==> src/rtl/dmem_arbiter_if.sv <==
// Bundle of requester (CPU/host) and memory-side signals around the data-memory arbiter.
// slave: arbiter view; master: requesters plus memory view.
interface dmem_arbiter_if #(
  parameter int AW = 8,
  parameter int DW = 8
);
  logic          c_req;
  logic          c_we;
  logic [AW-1:0] c_addr;
  logic [DW-1:0] c_wdata;
  logic          c_gnt;
  logic          c_stall;

  logic          h_req;
  logic          h_lock;
  logic          h_we;
  logic [AW-1:0] h_addr;
  logic [DW-1:0] h_wdata;
  logic          h_gnt;

  logic [DW-1:0] rdata;
  logic [AW-1:0] mem_addr;
  logic [DW-1:0] mem_din;
  logic          mem_we;
  logic [DW-1:0] mem_dout;
  logic [7:0]    stall_cnt;

  modport slave (
    input  c_req, c_we, c_addr, c_wdata,
    input  h_req, h_lock, h_we, h_addr, h_wdata,
    input  mem_dout,
    output c_gnt, c_stall, h_gnt, rdata,
    output mem_addr, mem_din, mem_we, stall_cnt
  );

  modport master (
    output c_req, c_we, c_addr, c_wdata,
    output h_req, h_lock, h_we, h_addr, h_wdata,
    output mem_dout,
    input  c_gnt, c_stall, h_gnt, rdata,
    input  mem_addr, mem_din, mem_we, stall_cnt
  );
endinterface

==> src/rtl/dmem_arbiter.sv <==
// Two-port data-memory arbiter: CPU vs host/debug loader, round robin with a bounded host lock.
// Grants are combinational and zero-latency; a denied CPU sees c_stall.
//
// state    | meaning
// ST_IDLE  | round-robin arbitration between C and H using r_last_h
// ST_HLOCK | host owns the port while h_req & h_lock, until forced yield to a waiting CPU
module dmem_arbiter #(
  parameter int AW       = 8,
  parameter int DW       = 8,
  parameter int MAX_HOLD = 4
) (
  input  logic          i_clk,
  input  logic          i_rst_n,
  dmem_arbiter_if.slave bus
);

  typedef enum logic {
    ST_IDLE  = 1'b0,
    ST_HLOCK = 1'b1
  } state_t;

  localparam logic [3:0] HOLD_LIMIT = 4'(MAX_HOLD);

  state_t     r_st;
  logic       r_last_h;
  logic [3:0] r_hold;
  logic [7:0] r_stall_cnt;

  logic       w_lock_active;
  logic       w_force_yield;
  logic       w_gnt_c;
  logic       w_gnt_h;
  logic       w_stall;
  logic [3:0] w_hold_inc;

  logic [AW-1:0] w_mem_addr;
  logic [DW-1:0] w_mem_din;
  logic          w_mem_we;

  // Grants are forced low during reset so nothing can commit after rst_n falls.
  always_comb begin
    w_gnt_c       = 1'b0;
    w_gnt_h       = 1'b0;
    w_lock_active = (r_st == ST_HLOCK) && bus.h_req && bus.h_lock;
    w_force_yield = w_lock_active && bus.c_req && (r_hold >= HOLD_LIMIT);
    if (i_rst_n) begin
      if (w_force_yield) begin
        w_gnt_c = 1'b1;
      end else if (w_lock_active) begin
        w_gnt_h = 1'b1;
      end else if (bus.c_req && bus.h_req) begin
        w_gnt_c = r_last_h;
        w_gnt_h = ~r_last_h;
      end else begin
        w_gnt_c = bus.c_req;
        w_gnt_h = bus.h_req;
      end
    end
  end

  always_comb begin
    w_mem_addr = '0;
    w_mem_din  = '0;
    w_mem_we   = 1'b0;
    if (w_gnt_c) begin
      w_mem_addr = bus.c_addr;
      w_mem_din  = bus.c_wdata;
      w_mem_we   = bus.c_we;
    end else if (w_gnt_h) begin
      w_mem_addr = bus.h_addr;
      w_mem_din  = bus.h_wdata;
      w_mem_we   = bus.h_we;
    end
  end

  assign w_stall    = bus.c_req & ~w_gnt_c;
  assign w_hold_inc = (r_hold == 4'hF) ? r_hold : r_hold + 4'd1;

  assign bus.c_gnt     = w_gnt_c;
  assign bus.h_gnt     = w_gnt_h;
  assign bus.c_stall   = w_stall;
  assign bus.mem_addr  = w_mem_addr;
  assign bus.mem_din   = w_mem_din;
  assign bus.mem_we    = w_mem_we;
  assign bus.rdata     = bus.mem_dout;
  assign bus.stall_cnt = r_stall_cnt;

  always_ff @(posedge i_clk or negedge i_rst_n) begin
    if (!i_rst_n) begin
      r_st        <= ST_IDLE;
      r_last_h    <= 1'b1;
      r_hold      <= 4'd0;
      r_stall_cnt <= 8'd0;
    end else begin
      if (w_stall && (r_stall_cnt != 8'hFF)) begin
        r_stall_cnt <= r_stall_cnt + 8'd1;
      end

      if (w_gnt_c) begin
        r_last_h <= 1'b0;
      end else if (w_gnt_h) begin
        r_last_h <= 1'b1;
      end

      // Lock continues while H keeps asking; otherwise re-arm only on a fresh locked H win.
      if (w_lock_active && !w_force_yield) begin
        r_st   <= ST_HLOCK;
        r_hold <= w_hold_inc;
      end else if (w_gnt_h && bus.h_lock) begin
        r_st   <= ST_HLOCK;
        r_hold <= 4'd1;
      end else begin
        r_st   <= ST_IDLE;
        r_hold <= 4'd0;
      end
    end
  end

endmodule

==> src/flat_wrapper.sv <==
// flat-port wrapper written by rule: the top's interface ports become plain ports
module dmem_arbiter_flat 
#(
  parameter int AW       = 8,
  parameter int DW       = 8,
  parameter int MAX_HOLD = 4
)
  (i_clk, i_rst_n, bus_c_req, bus_c_we, bus_c_addr, bus_c_wdata, bus_h_req, bus_h_lock, bus_h_we, bus_h_addr, bus_h_wdata, bus_mem_dout, bus_c_gnt, bus_c_stall, bus_h_gnt, bus_rdata, bus_mem_addr, bus_mem_din, bus_mem_we, bus_stall_cnt);
  dmem_arbiter_if #(.AW(AW), .DW(DW)) bus_i ();
  input  logic i_clk;
  input  logic i_rst_n;
  input wire logic [$bits(bus_i.c_req)-1:0] bus_c_req;
  input wire logic [$bits(bus_i.c_we)-1:0] bus_c_we;
  input wire logic [$bits(bus_i.c_addr)-1:0] bus_c_addr;
  input wire logic [$bits(bus_i.c_wdata)-1:0] bus_c_wdata;
  input wire logic [$bits(bus_i.h_req)-1:0] bus_h_req;
  input wire logic [$bits(bus_i.h_lock)-1:0] bus_h_lock;
  input wire logic [$bits(bus_i.h_we)-1:0] bus_h_we;
  input wire logic [$bits(bus_i.h_addr)-1:0] bus_h_addr;
  input wire logic [$bits(bus_i.h_wdata)-1:0] bus_h_wdata;
  input wire logic [$bits(bus_i.mem_dout)-1:0] bus_mem_dout;
  output wire logic [$bits(bus_i.c_gnt)-1:0] bus_c_gnt;
  output wire logic [$bits(bus_i.c_stall)-1:0] bus_c_stall;
  output wire logic [$bits(bus_i.h_gnt)-1:0] bus_h_gnt;
  output wire logic [$bits(bus_i.rdata)-1:0] bus_rdata;
  output wire logic [$bits(bus_i.mem_addr)-1:0] bus_mem_addr;
  output wire logic [$bits(bus_i.mem_din)-1:0] bus_mem_din;
  output wire logic [$bits(bus_i.mem_we)-1:0] bus_mem_we;
  output wire logic [$bits(bus_i.stall_cnt)-1:0] bus_stall_cnt;
  assign bus_i.c_req = bus_c_req;
  assign bus_i.c_we = bus_c_we;
  assign bus_i.c_addr = bus_c_addr;
  assign bus_i.c_wdata = bus_c_wdata;
  assign bus_i.h_req = bus_h_req;
  assign bus_i.h_lock = bus_h_lock;
  assign bus_i.h_we = bus_h_we;
  assign bus_i.h_addr = bus_h_addr;
  assign bus_i.h_wdata = bus_h_wdata;
  assign bus_i.mem_dout = bus_mem_dout;
  assign bus_c_gnt = bus_i.c_gnt;
  assign bus_c_stall = bus_i.c_stall;
  assign bus_h_gnt = bus_i.h_gnt;
  assign bus_rdata = bus_i.rdata;
  assign bus_mem_addr = bus_i.mem_addr;
  assign bus_mem_din = bus_i.mem_din;
  assign bus_mem_we = bus_i.mem_we;
  assign bus_stall_cnt = bus_i.stall_cnt;
  dmem_arbiter #(.AW(AW), .DW(DW), .MAX_HOLD(MAX_HOLD)) u_core (.i_clk(i_clk), .i_rst_n(i_rst_n), .bus(bus_i));
endmodule
==> config.mk <==
export PLATFORM = sky130hd
export DESIGN_NAME = dmem_arbiter_flat
export DESIGN_NICKNAME = d
export VERILOG_FILES = /design/src/rtl/dmem_arbiter_if.sv /design/src/rtl/dmem_arbiter.sv /design/src/flat_wrapper.sv
export SDC_FILE = /design/constraint.sdc
export NUM_CORES = 1
export LEC_CHECK = 0
export ABC_CLOCK_PERIOD_IN_PS = 1600
export CAP_MARGIN = 15
export CORE_MARGIN = 1.5
export CORE_UTILIZATION = 29
export CTS_BUF_LIST = sky130_fd_sc_hd__clkbuf_4 sky130_fd_sc_hd__clkbuf_8 sky130_fd_sc_hd__clkbuf_16
export DETAILED_ROUTE_END_ITERATION = 8
export PLACE_DENSITY = 0.74
export SLEW_MARGIN = 10
export SYNTH_ARGS = -nofsm -noshare
export SYNTH_HDL_FRONTEND = slang
export SYNTH_SLANG_ARGS = --single-unit
==> constraint.sdc <==
create_clock -name i_clk -period 1.6 [get_ports i_clk]
set_input_delay 0.16 -clock i_clk [delete_from_list [all_inputs] [get_ports i_clk]]
set_output_delay 0.16 -clock i_clk [all_outputs]
set_load 0.02 [all_outputs]
==> results_dict.tcl <==
set metrics [dict create \
    status "finished with violations" \
    violations "negative setup slack" \
    synth.avg_cell_area_um2 9.58 \
    synth_edf_count 0 \
    crit_path_end_kind "output port" \
    root_buffer "clkbuf_4" \
    setup_viol 23 \
    synth_seq_area_share_pct 35.6 \
    place_ws_ns -0.871 \
    die_h_um 61.3 \
    rr_worst_depth 6 \
    critPathCapture "bus_mem_din[5]" \
    synth-seq-cells 14 \
    num_antenna_cells 0 \
    r2r-start "u_core.r_st" \
    ant_nets 0 \
    synth_simple_gate_area_share_pct 17.0 \
    cp_cell_sequence "a21bo_2 > a21o_1 > a21boi_4 > buf_6 > a22o_1 > buf_6" \
    startpoint_type "flip-flop" \
    hpwl_mm 2.83 \
    cts_hold_buf 0 \
    dieWidth_um 61.3 \
    cellLeakagePower_nw 0.917 \
    ir_drop_uv 304 \
    ys_warn_count 0 \
    drive_gt1_share_pct 37.3 \
    hold_slack_ns 0.320 \
    synth_commonest_cells "a22o_1, dfrtp_1, buf_4" \
    nFillCells 284 \
    clockBufferDepth 2 \
    yosysTopAreaCellShare_pct 33.0 \
    clock_latency_ns 0.28 \
    syn_inst 103 \
    relSlewSlack_pct 78.8 \
    cts_tree "built" \
    min_period_ns 1.96 \
    hold_class "input pin to asynchronous set/reset pin" \
    htree_levels 1 \
    dpl.cell_count 226 \
    synth_mux_area_share_pct 2.15 \
    core_area_um2 3310 \
    die_area_um2 3760 \
    finalPower_mw 1.93 \
    crit_family "compound AO/OA/AOI/OAI gates" \
    synth_largest_area_cell "dfrtp_1" \
    worst-setup-path-type "flip-flop to output port" \
    rsz0062_at_grt "true" \
    synthAdderAreaFrac_pct 2.53 \
    yosys.cell_count.top_type "a22o_1" \
    synthToLayoutAreaGrowth_pct 108 \
    ioPinCount 83 \
    powerDensity_nw_per_um2 938 \
    r2r_slack_ns -0.10 \
    row_count 21 \
    grt_use_total_pct 19.9 \
    worst_slew_pin_slew_ns 0.317 \
    avgViaCountPerCell 5.20 \
    syn-cell-area_um2 987 \
    synth-compound-area-share_pct 28.6 \
    synthFlopType "dfrtp_1" \
    clock-skew-final_ns 0.0143 \
    crit_required_ns 1.44 \
    wirelength_mm 3.74 \
    cts_made_buffers 3 \
    route.detailed.drc 0 \
    regToRegEndpoint "u_core.bus.stall_cnt[1]" \
    max-cap-violations 0 \
    hold_violations 0 \
    grt_pass1_vias 1254 \
    grt_pass1_wl_mm 5.44 \
    via_count 1242 \
    drt-initial-drc-count 78 \
    path_max_fanout 5 \
    synth_top_family_by_area "compound AO/OA/AOI/OAI gates" \
    clkSlewWorstSetupHoldPaths_ns 0.10 \
    numPortBuffers 66 \
    fin_nets 243 \
    finalWeightedCongestion 0.932 \
    grt_max_degree 19 \
    critPathBufInv 2 \
    crit_cells 6 \
    synthXorXnorAreaFrac_pct 5.32 \
    drt_first_pass_iters 4 \
    instances_no_fill 239 \
    critPathSlowestCell "dfrtp_1" \
    worstPathArrival_ns 1.80 \
    max_stage_delay_ns 0.41 \
    yosysUniqueCellTypes 36 \
    initial_utilization_pct 29.8 \
    startpoint "u_core.r_st" \
    synth_nets 152 \
    wire_per_inst_um 15.6 \
    fin_crit_sh_pct 123 \
    antenna_found_initial 0 \
    overflow 0 \
    worst_slack_ns -0.365 \
    slew_viol_final 0 \
    clock_sinks 14 \
    synthTopCellsByArea "dfrtp_1, a22o_1, buf_4, xor2_1, dfstp_2" \
    async_flop_share_pct 100 \
    path_common_cell "buf_6" \
    fmax_mhz 509 \
]
[worst min path at each step]
| stage | slack [ns] | cells past startpoint | to |
|---|---|---|---|
| 2_1_floorplan | -0.14 | 0 | u_core.bus.stall_cnt[0] |
| 3_3_place_gp | 0.32 | 0 | bus_rdata[4] |
| 3_5_place_dp | 0.32 | 0 | bus_rdata[4] |
| 4_1_cts | 0.31 | 2 | u_core.bus.stall_cnt[3] |
| 5_1_grt | 0.32 | 2 | u_core.r_st |
| 6_report | 0.32 | 2 | u_core.r_st |
[cells in the final DEF (no fill, tap or decap), types with 2 or more instances in the layout]
| cell | count |
|---|---|
| nand3_1 | 5 |
| o21ai_1 | 2 |
| clkbuf_4 | 3 |
| dfrtp_1 | 11 |
| dlymetal6s2s_1 | 2 |
| xnor2_1 | 2 |
| nand2_1 | 4 |
| a31oi_1 | 2 |
| xor2_1 | 4 |
| dfrtp_2 | 2 |
| clkdlybuf4s50_1 | 44 |
| nor2_1 | 5 |
| nand4_1 | 4 |
| a22o_1 | 18 |
| nor4_4 | 2 |
| ha_1 | 2 |
| buf_6 | 27 |
| buf_4 | 24 |
| nor3_1 | 3 |
[report_power, final]
group          internal, mW  total (mW)  switching, mW  leakage, nW
registers             0.457       0.542         0.0851        0.176
logic                 0.610        1.12          0.515        0.720
clock network         0.138       0.259          0.121       0.0210
[stage by stage]
step	area (um2)	TNS, ns	util (%)
after global routing	2050	-7.61	62.1
final	2050	-5.89	62.1
after CTS	1980	-5.48	59.9
after detailed placement	1810	-18.10	54.8
after floorplan	995	-0.0327	-
after global placement	1810	-17.07	54.8
[worst register-to-register path: stages, from the launching register on]
cell	delay [ns]
dfrtp_1	0.41
a21bo_2	0.21
buf_4	0.14
o221ai_2	0.16
buf_4	0.15
nand3b_1	0.17
mux2_4	0.34
[logic make-up (layout without fill, tap and decap cells)]
kind of cell	after synthesis	after routing
buf+inv	13	103
flops	14	14
mux	2	2
xor+xnor	6	6
fa+ha+maj	2	2
compound gates	34	34
simple gates	32	32
[repair_timing]
item,in CTS,in global routing
resized for setup,137,12
pin swaps,20,10
setup buffers,5,4
cloned,3,0
setup endpoints to repair,23,29
[metal layers]
layer  GRT usage, %  wire length (um)
met3           3.78               299
met5              0                 0
met4           12.2               153
met2           38.4              2040
met1           19.1              1240
[state kept, by name (all words and copies together), names as in the netlist]
| register | flops |
|---|---|
| u_core.r_last_h | 1 |
| u_core.r_st | 1 |
| u_core.r_hold | 4 |
| u_core.bus.stall_cnt | 8 |
[area by class of cell]
type / instances / area [um2] / area share, %
clock buffer: 4 / 36.3 / 1.77
sequential: 14 / 354 / 17.2
tap: 46 / 57.6 / 2.80
inverter: 1 / 3.75 / 0.183
multi-input combinational: 76 / 633 / 30.8
timing repair buffer: 98 / 970 / 47.2
Note: power is estimated with default switching activity, not from simulation.
